[src/rtl/keypad_pkg.sv]
// Shared types and constants for the 4x4 hex keypad scanner.
package keypad_pkg;

  typedef enum logic [1:0] {
    SCAN,
    DEBOUNCE,
    HELD
  } scan_state_t;

  localparam logic [3:0] KEY_A    = 4'd10;
  localparam logic [3:0] KEY_B    = 4'd11;
  localparam logic [3:0] KEY_C    = 4'd12;
  localparam logic [3:0] KEY_D    = 4'd13;
  localparam logic [3:0] KEY_STAR = 4'd14;
  localparam logic [3:0] KEY_HASH = 4'd15;

  localparam logic [3:0] COL_RESET = 4'b1110;

  function automatic logic [3:0] key_decode(input logic [1:0] row_idx, input logic [1:0] col_idx);
    logic [3:0] code;
    case ({row_idx, col_idx})
      4'h0:    code = 4'd1;
      4'h1:    code = 4'd2;
      4'h2:    code = 4'd3;
      4'h3:    code = KEY_A;
      4'h4:    code = 4'd4;
      4'h5:    code = 4'd5;
      4'h6:    code = 4'd6;
      4'h7:    code = KEY_B;
      4'h8:    code = 4'd7;
      4'h9:    code = 4'd8;
      4'hA:    code = 4'd9;
      4'hB:    code = KEY_C;
      4'hC:    code = KEY_STAR;
      4'hD:    code = 4'd0;
      4'hE:    code = KEY_HASH;
      default: code = KEY_D;
    endcase
    return code;
  endfunction

endpackage

[src/rtl/module_scan_tick.sv]
// Free-running column dwell divider; tick is high during the last count.
module module_scan_tick #(
  parameter int unsigned SCAN_DIV = 27000
) (
  input  logic clk,
  input  logic rst,
  output logic tick
);

  localparam int unsigned W = $clog2(SCAN_DIV);
  localparam logic [W-1:0] LAST = W'(SCAN_DIV - 1);

  logic [W-1:0] cnt;

  always_ff @(posedge clk or negedge rst) begin
    if (!rst) begin
      cnt <= '0;
    end else if (cnt == LAST) begin
      cnt <= '0;
    end else begin
      cnt <= cnt + W'(1);
    end
  end

  assign tick = (cnt == LAST);

endmodule

[src/rtl/module_keypad_scanner.sv]
// 4x4 keypad column scanner with press/release debounce and one-cycle key strobe.
// Optional auto-repeat while held is enabled by defining KEY_REPEAT_EN.
module module_keypad_scanner
  import keypad_pkg::*;
#(
  parameter int unsigned SCAN_DIV       = 27000,
  parameter int unsigned DEBOUNCE_SCANS = 10,
  parameter int unsigned REPEAT_DELAY   = 500,
  parameter int unsigned REPEAT_RATE    = 100
) (
  input  logic       clk,
  input  logic       rst,
  input  logic [3:0] row,
  output logic [3:0] column,
  output logic [3:0] key_code,
  output logic       key_valid,
  output logic       key_held
);

  if (SCAN_DIV < 2 || DEBOUNCE_SCANS < 1 || REPEAT_DELAY < 1 || REPEAT_RATE < 1) begin : g_param_check
    $error("module_keypad_scanner: illegal parameter value");
  end

  localparam int unsigned DW = $clog2(DEBOUNCE_SCANS + 1);
  localparam logic [DW-1:0] DB_LAST = DW'(DEBOUNCE_SCANS - 1);

  logic [3:0]    row_m, row_s, row_low;
  logic          tick, single_low;
  logic [1:0]    row_idx, col_idx;
  logic [3:0]    col_rot;
  scan_state_t   state, state_n;
  logic [3:0]    column_n, key_code_n, cand, cand_n, pat, pat_n;
  logic          key_valid_n, key_held_n;
  logic [DW-1:0] db_cnt, db_cnt_n, rel_cnt, rel_cnt_n;

`ifdef KEY_REPEAT_EN
  localparam int unsigned REP_MAX = (REPEAT_DELAY > REPEAT_RATE) ? REPEAT_DELAY : REPEAT_RATE;
  localparam int unsigned RW = $clog2(REP_MAX + 1);
  localparam logic [RW-1:0] REP_DELAY_LAST = RW'(REPEAT_DELAY - 1);
  localparam logic [RW-1:0] REP_RATE_LAST  = RW'(REPEAT_RATE - 1);
  logic [RW-1:0] rep_cnt, rep_cnt_n;
  logic          rep_armed, rep_armed_n;
`endif

  module_scan_tick #(.SCAN_DIV(SCAN_DIV)) u_scan_tick (
    .clk  (clk),
    .rst  (rst),
    .tick (tick)
  );

  always_ff @(posedge clk or negedge rst) begin
    if (!rst) begin
      row_m <= '1;
      row_s <= '1;
    end else begin
      row_m <= row;
      row_s <= row_m;
    end
  end

  always_comb begin
    row_low    = ~row_s;
    single_low = (row_low != '0) && ((row_low & (row_low - 4'd1)) == '0);
    col_rot    = {column[2:0], column[3]};
    row_idx    = '0;
    col_idx    = '0;
    for (int unsigned i = 0; i < 4; i++) begin
      if (row_low[i]) row_idx = 2'(i);
      if (!column[i]) col_idx = 2'(i);
    end
  end

  always_comb begin
    state_n     = state;
    column_n    = column;
    key_code_n  = key_code;
    key_valid_n = 1'b0;
    key_held_n  = key_held;
    cand_n      = cand;
    pat_n       = pat;
    db_cnt_n    = db_cnt;
    rel_cnt_n   = rel_cnt;
`ifdef KEY_REPEAT_EN
    rep_cnt_n   = rep_cnt;
    rep_armed_n = rep_armed;
`endif
    unique case (state)
      SCAN: begin
        if (tick) begin
          if (single_low) begin
            pat_n    = row_s;
            cand_n   = key_decode(row_idx, col_idx);
            db_cnt_n = '0;
            state_n  = DEBOUNCE;
          end else begin
            column_n = col_rot;
          end
        end
      end
      DEBOUNCE: begin
        if (tick) begin
          if (row_s == pat) begin
            if (db_cnt >= DB_LAST) begin
              key_code_n  = cand;
              key_valid_n = 1'b1;
              key_held_n  = 1'b1;
              rel_cnt_n   = '0;
              state_n     = HELD;
`ifdef KEY_REPEAT_EN
              rep_cnt_n   = '0;
              rep_armed_n = 1'b0;
`endif
            end else begin
              db_cnt_n = db_cnt + DW'(1);
            end
          end else begin
            column_n = col_rot;
            state_n  = SCAN;
          end
        end
      end
      HELD: begin
        if (tick) begin
          if (row_s == '1) begin
            if (rel_cnt >= DB_LAST) begin
              key_held_n = 1'b0;
              rel_cnt_n  = '0;
              column_n   = col_rot;
              state_n    = SCAN;
            end else begin
              rel_cnt_n = rel_cnt + DW'(1);
            end
          end else begin
            rel_cnt_n = '0;
          end
        end
`ifdef KEY_REPEAT_EN
        // A tick that sees the keypad idle never repeats, so a release cannot emit a stray strobe.
        if (rel_cnt != '0) begin
          rep_cnt_n   = '0;
          rep_armed_n = 1'b0;
        end else if (tick && row_s != '1) begin
          if (!rep_armed && rep_cnt >= REP_DELAY_LAST) begin
            key_valid_n = 1'b1;
            rep_armed_n = 1'b1;
            rep_cnt_n   = '0;
          end else if (rep_armed && rep_cnt >= REP_RATE_LAST) begin
            key_valid_n = 1'b1;
            rep_cnt_n   = '0;
          end else begin
            rep_cnt_n = rep_cnt + RW'(1);
          end
        end
`endif
      end
      default: state_n = SCAN;
    endcase
  end

  always_ff @(posedge clk or negedge rst) begin
    if (!rst) begin
      state     <= SCAN;
      column    <= COL_RESET;
      key_code  <= '0;
      key_valid <= 1'b0;
      key_held  <= 1'b0;
      cand      <= '0;
      pat       <= '1;
      db_cnt    <= '0;
      rel_cnt   <= '0;
`ifdef KEY_REPEAT_EN
      rep_cnt   <= '0;
      rep_armed <= 1'b0;
`endif
    end else begin
      state     <= state_n;
      column    <= column_n;
      key_code  <= key_code_n;
      key_valid <= key_valid_n;
      key_held  <= key_held_n;
      cand      <= cand_n;
      pat       <= pat_n;
      db_cnt    <= db_cnt_n;
      rel_cnt   <= rel_cnt_n;
`ifdef KEY_REPEAT_EN
      rep_cnt   <= rep_cnt_n;
      rep_armed <= rep_armed_n;
`endif
    end
  end

endmodule

[config.mk]
export PLATFORM = sky130hd
export DESIGN_NAME = module_keypad_scanner
export DESIGN_NICKNAME = d
export VERILOG_FILES = /design/src/rtl/keypad_pkg.sv /design/src/rtl/module_scan_tick.sv /design/src/rtl/module_keypad_scanner.sv
export SDC_FILE = /design/constraint.sdc
export NUM_CORES = 1
export LEC_CHECK = 0
export ABC_CLOCK_PERIOD_IN_PS = 2580
export CAP_MARGIN = 20
export CORE_UTILIZATION = 53
export CTS_CLUSTER_SIZE = 12
export DETAILED_ROUTE_END_ITERATION = 7
export PLACE_DENSITY_LB_ADDON = 0.25
export SYNTH_ARGS = -nofsm -noshare
export SYNTH_HDL_FRONTEND = slang
export SYNTH_HIERARCHICAL = 1
export SYNTH_SLANG_ARGS = --single-unit
export TNS_END_PERCENT = 10
[constraint.sdc]
create_clock -name clk -period 2.58 [get_ports clk]
set_clock_uncertainty 0.05 [all_clocks]
set_input_delay 0.516 -clock clk [delete_from_list [all_inputs] [get_ports clk]]
set_output_delay 0.516 -clock clk [all_outputs]
set_load 0.05 [all_outputs]
======== Yosys cells after proc, flatten, opt, wreduce, memory -nomap -nowiden ========
Memories as Yosys holds them, arrays and structs flattened. A register that Yosys moved wholly into a read port is not among the register bits.
Index checks and enable logic that the tools add are counted.
operators by class
  shifts and indexed selects .............. 0
  $lt $le $gt $ge ......................... 2
  reduce and logical (&&, ||, !) cells .... 15
  eq/ne operators ......................... 17
  add/sub/neg operators ................... 4
  muxes and demuxes ....................... 48
  div/mod/pow operators ................... 0
  multipliers ............................. 0
  bitwise operators ....................... 2
operators by type and width
  cell                                           number
  two-way mux 4 bit                              18
  two-way mux 2 bit                              12
  != test 2 bit, second input constant           11
  case mux 4 bit (2 select lines)                2
  adder 15 x 1 -> 15 bit, second input constant  1
  == test 15 bit, second input constant          1
  two-way mux 15 bit                             1
  AND reduction 7 bit                            2
  two-way mux 1 bit                              12
  case mux 4 bit (3 select lines)                1
  adder 4 x 1 -> 4 bit, second input constant    2
  >= comparator 4 bit, second input constant     2
  AND reduction 8 bit                            1
  case mux 2 bit (3 select lines)                1
  AND reduction 6 bit                            1
  AND reduction 5 bit                            1
  bitwise AND 4 bit                              1
  == test 4 bit                                  1
  == test 4 bit, second input constant           1
  logical NOT 4 bit                              1
  NOT 4 bit                                      1
  AND reduction 4 bit                            1
  nonzero test 2 bit                             2
  nonzero test 4 bit                             1
  other kinds (10)                               10
storage, ports and cells
  memory bits (writable) .................. 0
  bits of input ports ..................... 6
  flip-flop bits (word level) ............. 47
  bits in latches ......................... 0
  word-level logic and storage cells ...... 100
  memories ................................ 1
  ROM bits ................................ 64
  output and inout bits ................... 10
memories
  name             depth  bits a word  read ports  clocked after Yosys merged registers in  write ports  line              RTL
  (no name shown)  16     4            1           1                                        0            keypad_pkg.sv:21  case ({row_idx, col_idx})

======== Depth between registers and ports, before layout ========
Gate-level depths: netlist (run 1).
  depth after elaboration ................. 8
  mapped depth ............................ 8
  mapped depth without buffers ............ 8

======== Cells and area by module ========
Netlist (run 1), hierarchy kept.
by module, submodules not included
  module                 seq. area each (µm²)  instances  area each (µm²)  cells an instance
  module_keypad_scanner  919.6                 1          1826.8           155
  module_scan_tick       375.4                 1          713.2            64

======== Least setup slack after synthesis (run 1) ========
No wires, ideal clock.
  kind .................................... register to register
  start point ............................. reg u_scan_tick.cnt[0]
  end point ............................... reg column[0]
  required time ........................... 2.405 ns
  clock period less this slack ............ 2.456 ns
  setup slack ............................. 0.124 ns
  buffers on the path ..................... 2
  cell stages (with the launch flop) ...... 9
  library setup time ...................... 0.125 ns
  data arrival time ....................... 2.281 ns
  cells stage by stage .................... dfrtp_1 -> ha_1 -> and4b_1 -> and4_4 -> buf_6 -> clkbuf_1 -> nand3_1 -> o221ai_1 -> mux2_2
between the ends
  cells in the longest elaborated chain, start to end .. 3
  elaborated cells between the ends (all ways) .. 5
  those cells by class .................... eq/ne (4); reduce/logical (1)
ends and longest elaborated chain
  item                             line                          RTL
  from (decl)                      module_scan_tick.sv:13        logic [W-1:0] cnt;
  from (signal assigned)           module_scan_tick.sv:21        cnt <= cnt + W'(1);
  == test 15 bit *                 module_scan_tick.sv:25        assign tick = (cnt == LAST);
  named net tick                   module_keypad_scanner.sv:28   logic tick, single_low;
  != test 2 bit (no line)          -
  AND reduction 8 bit (no line) *  -
  to (signal assigned)             module_keypad_scanner.sv:177  column <= column_n;
  to (decl)                        module_keypad_scanner.sv:14   output logic [3:0] column,
The timed path passes the listed nets; every way through them passes the cells marked *.
A chain may end at the register's enable or synchronous reset.

======== Worst setup path in the final report (run 1) ========
Ends and elaborated chain as after synthesis.

==> results of run 1 <==
[Yosys cell counts (all sizes together), types with 2 or more instances]
| cell type | n |
|---|---|
| ha | 11 |
| xnor2 | 6 |
| a21o | 2 |
| nor4 | 2 |
| a21oi | 4 |
| or4 | 2 |
| or3b | 2 |
| and2 | 3 |
| mux2 | 17 |
| nand2b | 3 |
| and3b | 2 |
| nand3 | 9 |
| o211ai | 3 |
| nor2 | 11 |
| o21a | 2 |
| and3 | 3 |
| clkbuf | 3 |
| buf | 5 |
| dfstp | 15 |
| a31oi | 2 |
| and4 | 5 |
| nand4 | 9 |
| o21ai | 6 |
| nor2b | 3 |
| inv | 8 |
| nand3b | 3 |
| dfrtp | 36 |
| nand2 | 12 |
| o31ai | 2 |
| xor2 | 10 |
| nor3b | 2 |
| nor3 | 2 |
| nand4b | 2 |
[cells in the final DEF (no fill, tap or decap), drive strengths merged, types with 7 or more instances in the layout]
| master | count |
|---|---|
| dfrtp | 36 |
| mux2 | 17 |
| dfstp | 15 |
| clkdlybuf4s50 | 14 |
| nand2 | 12 |
| nor2 | 11 |
| ha | 11 |
| xor2 | 10 |
| buf | 10 |
| nand3 | 9 |
| nand4 | 9 |
| inv | 8 |
| clkbuf | 7 |
[worst max-delay path: stages, from the launching register on]
cell and delay [ps]:
dfrtp_1 390, ha_1 220, and4b_1 210, and4_4 290, nand3_1 230, o221ai_1 470, mux2_2 380
[report_power, final]
| part | internal, mW | total [mW] | switching, mW |
|---|---|---|---|
| logic | 0.0193 | 0.0511 | 0.0318 |
| registers | 0.811 | 0.815 | 0.00397 |
| clock network | 0.217 | 0.457 | 0.241 |
[cells by family after synthesis]
family / after synthesis / share of synthesized area [%]
buffers and inverters: 16 / 3.300
XOR/XNOR: 16 / 5.517
adder cells (fa/ha/maj): 11 / 5.419
multiplexers: 18 / 7.931
AND/OR/NAND/NOR: 78 / 18.87
flip-flops: 51 / 50.99
AO/OA/AOI/OAI: 29 / 7.980
[how the worst max path moves through the flow]
stage,slack [ps],to,depth (start not counted)
6_report,220,column[0],6
5_1_grt,60,column[0],6
4_1_cts,210,column[0],6
3_5_place_dp,250,column[0],6
3_3_place_gp,300,column[0],6
2_1_floorplan,120,column[0],8
[per-stage QoR]
stage          area (sq um)  setup WS, ps  power (mW)  hold slack [ps]  util [%]
2_1_floorplan          2540         124.0      0.8511            170.4         -
3_3_place_gp           2764         302.2      0.8812            295.7     61.77
3_5_place_dp           2764         248.6      0.8822            297.0     61.77
4_1_cts                2855         214.0       1.341            42.19     63.81
5_1_grt                2855         64.68       1.371            42.60     63.81
6_report               2855         216.5       1.323            37.68     63.81
[flip-flops by register name (all words and copies together), names as in the netlist]
signal	cells
pat	4
rel_cnt	4
u_scan_tick/cnt	15
cand	4
db_cnt	4
key_valid	1
column	4
row_s	4
key_held	1
row_m	4
state	2
key_code	4
[area by class of cell]
cell class                      instances  area, sq um  share of cell area, %
Clock buffer                            7        86.33                  3.024
Inverter                                8        30.03                  1.052
Multi-Input combinational cell        152         1161                  40.67
Sequential cell                        51         1295                  45.35
Clock inverter                          1        5.005                 0.1753
Tap cell                               52        65.06                  2.279
Timing Repair Buffer                   24        212.7                  7.450
[metal layers]
layer  vias to the layer above  global-route usage, %  wire (microns)
li1                        844                      -               -
met1                       817                  28.92            2137
met2                        28                  29.52            1996
met3                         7                  3.516             154
met4                         0                  8.000              80
met5                         -                      0               0
==> metrics.txt, run 1 <==
headroom to the max-slew limit=66.91%; Area Growth Syn to Fin=12.41%; min cycle time layout=2363 ps; number of levels the H-tree was split into=2; instance count of the mapped netlist=219; post-route fraction of the period consumed by the critical path=91.61%; final number of max-transition violations=0; pwr dens=463.4 nW/um^2; CTS Buffer Depth=2; RePlAce Congestion=0.8195; RSZ-0062 raised after global routing=false; arrival time at the worst endpoint=2500 ps; Seq cells post-synth=51; via count of the first global-routing pass=1647; detailed router's first-iteration violation count=89; launch point of the worst reg-to-reg path=u_scan_tick/cnt[0]; final setup TNS=0 ps; library cell used as clock root buffer=clkbuf_8; final count of negative-setup-slack endpoints=0; number of buffers created by CTS=5; width of the chip=71.23 microns; worst setup slack for register-to-register paths=220 ps; die outline height=71.23 microns; transition time at the pin with the least slew margin=494.8 ps; total nets after synthesis=236; count of flip-flops with a built-in enable after synthesis=0; Filler Cells Inserted=365; terminus of the critical flop-to-flop path=column[0]; Num Clock Sinks=51; maximum capacitance violations=0; outcome=completed; CP Capture Type=flip-flop; portion of synthesized cell area occupied by the leading cell type=35.47%; CTS resizes=0; count of synthesis-stage warnings from yosys=6; Crit Path Category=reg2reg; IO Port Bufs=15; count of antenna-violating nets left after detailed routing=0; # diodes=0; HPWL after detailed placement=3172 microns; DR WL/cell=14.81 microns; flip-flop cell with the highest count after synthesis=dfrtp_1; number of placed instances, taps included=287; final wirelength=4369 microns; worst setup path startpoint=u_scan_tick/cnt[0]; largest fanout of any net on the critical path=10; net count reported at finish=259; CTS hold repair buffers=0; remaining design rule violation count=0; Clock transition at path regs=90 ps; number of setup buffers added after CTS=0; number of cells traversed by the worst register-to-register path=6; top achievable clock speed=423.1 MHz; fraction of layout cells with a size suffix above 1=21.81%; effective utilization at floorplan=56.77%; total leakage power=1.289 nW; path class of the lowest-slack min-delay path=in2async; final hold violation count=0; Die Footprint=5073 sq um; ports placed on the boundary=16; synth unique cells=51; first-pass detailed-route iteration total=4; netlist area before placement=2540 sq um; fraction of the yosys area taken by sequential cells=50.99%; vias per std cell=5.749; core area=4474 sq um; average cell area after synthesis=11.60 sq um; DR vias=1696; critical path data required time=2720 ps; standard-cell rows=24; global-route wire length before repair=7748 microns; overall track demand over capacity in global routing=19.82%; async set or reset register ratio after synthesis=100.0%; final non-filler cell total=295; total grt overflow=0; largest cells by area after synthesis=dfrtp_1 (35%), dfstp_2 (16%), mux2_2 (7.5%); post-synthesis cell type with the largest combined area=dfrtp_1; number of antenna violations at the first check in global routing=0; Peak supply drop=0.0003256 V; pin count of the biggest net entering global routing=25; kind of start point of the critical path=flip-flop; Clk Latency, worst-skew pair=300 ps; CTS tree=built
No activity file was read; power rests on OpenSTA's default activity.
==> run 2, diff against run 1 <==
- CELL_PAD_IN_SITES_DETAIL_PLACEMENT: unset -> 2
- CELL_PAD_IN_SITES_GLOBAL_PLACEMENT: unset -> 2
- CORE_UTILIZATION: 53 -> 36
==> run 2 against run 1 <==
Effect of this change: sequential power is essentially flat; register-to-register slack worse by 60 ps; highest routed layer unchanged; routed wire length up 36%.
==> metrics.txt, run 2 (same netlist as run 1, synthesis figures left out) <==
post-place instance area=2824 sq um; width of the chip=86.00 microns; global-route wire length before repair=10150 microns; Filler Cells Inserted=700; count of antenna-violating nets left after detailed routing=0; terminus of the critical flop-to-flop path=column[0]; kind of start point of the critical path=flip-flop; number of levels the H-tree was split into=2; register with the most flip-flops=u_scan_tick/cnt; net count reported at finish=258; library cell used as clock root buffer=clkbuf_8; final setup TNS=0 ps; Area Growth Syn to Fin=15.81%; pin count of the biggest net entering global routing=27; final hold violation count=0; remaining design rule violation count=0; fraction of layout cells with a size suffix above 1=21.90%; vias per std cell=5.275; # diodes=0; number of cells traversed by the worst register-to-register path=6; outcome=completed; CP Capture Type=flip-flop; final wirelength=5956 microns; maximum capacitance violations=0; transition time at the pin with the least slew margin=638.2 ps; worst hold slack across all endpoints=164.7 ps; overall track demand over capacity in global routing=17.73%; Clk Latency, worst-skew pair=300 ps; worst setup slack for register-to-register paths=160 ps; min cycle time layout=2425 ps; CTS hold repair buffers=0; number of setup buffers added after CTS=0; detailed router's first-iteration violation count=96; core area=6794 sq um; largest fanout of any net on the critical path=12; path class of the lowest-slack min-delay path=in2async; pwr dens=495.0 nW/um^2; via count of the first global-routing pass=1958; post-route fraction of the period consumed by the critical path=93.98%; headroom to the max-slew limit=57.06%; final number of max-transition violations=0; CTS Buffer Depth=2; most common cell after layout, fill and taps aside=dfrtp_1; RSZ-0062 raised after global routing=false; commonest cells after routing, fill and taps aside=dfrtp_1 (36), mux2_2 (17), dfstp_2 (15); top achievable clock speed=412.4 MHz; HPWL after detailed placement=4360 microns; launch point of the worst reg-to-reg path=u_scan_tick/cnt[0]; number of buffers created by CTS=5; IO Port Bufs=15; effective utilization at floorplan=37.38%; total leakage power=1.302 nW; CTS resizes=0; final count of negative-setup-slack endpoints=0; first-pass detailed-route iteration total=4; total grt overflow=0; DR vias=1783; Peak supply drop=0.0002086 V; standard-cell rows=30; die outline height=86.00 microns; DR WL/cell=17.62 microns; ports placed on the boundary=16; fin area=2942 sq um; number of antenna violations at the first check in global routing=0; critical path data required time=2730 ps; Crit Path Category=reg2reg; number of flip-flops under the largest register name=15; Num Clock Sinks=51; Clock transition at path regs=100 ps; arrival time at the worst endpoint=2570 ps; CTS tree=built; RePlAce Congestion=0.7574; Die Footprint=7395 sq um
run 2: changes by cell type in the layout (fill, tap and decap cells not counted), sizes merged:
cell | before | now
bufinv | 0 | 1
clkbuf | 7 | 6
buf | 10 | 9
run 2: layer usage:
layer	share of wire, %	global-route usage (%)	up-vias
met2	48	29.08	15
met1	50	24.79	931
met4	0.91	4.091	0
met3	1.6	2.599	5
met5	0	0	-
li1	-	-	832
run 2: critical path, stage by stage (launching register included):
cell and delay, ps:
dfrtp_1 400, ha_1 210, and4b_1 210, and4_4 320
nand3_1 230, o221ai_1 510, mux2_2 400
run 2: cell type report:
type	count	area [sq um]	area share, %
clock inverters	2	35.03	1.191
repair buffers	23	217.7	7.401
well taps	96	120.1	4.083
multi-input cells	152	1161	39.47
flip-flops and latches	51	1295	44.02
clock buffers	6	82.58	2.807
inverters	8	30.03	1.021
run 2: report_power, final:
group / switching, mW / leakage, nW / total (mW) / internal, mW
registers: 0.00420 / 0.645 / 0.815 / 0.811
logic: 0.0355 / 0.596 / 0.0559 / 0.0204
clock network: 0.271 / 0.0612 / 0.585 / 0.314
run 2: worst max path at each step:
stage / from / depth (start not counted) / endpoint / slack [ps]
2_1_floorplan: u_scan_tick/cnt[0] / 8 / column[0] / 120
3_3_place_gp: row_s[0] / 4 / key_code[2] / 250
3_5_place_dp: u_scan_tick/cnt[0] / 6 / column[0] / 160
4_1_cts: u_scan_tick/cnt[0] / 6 / column[0] / 160
5_1_grt: u_scan_tick/cnt[0] / 6 / column[0] / 30
6_report: u_scan_tick/cnt[0] / 6 / column[0] / 160
run 2: metrics by stage:
stage / cells / util [%] / worst slack, ps / power [mW]
after floorplan: 219 / - / 124.0 / 0.8511
after global placement: 330 / 41.57 / 253.9 / 0.8853
after detailed placement: 330 / 41.57 / 160.3 / 0.8880
after CTS: 338 / 43.30 / 157.6 / 1.472
after global routing: 338 / 43.30 / 30.04 / 1.510
final: 338 / 43.30 / 155.4 / 1.456
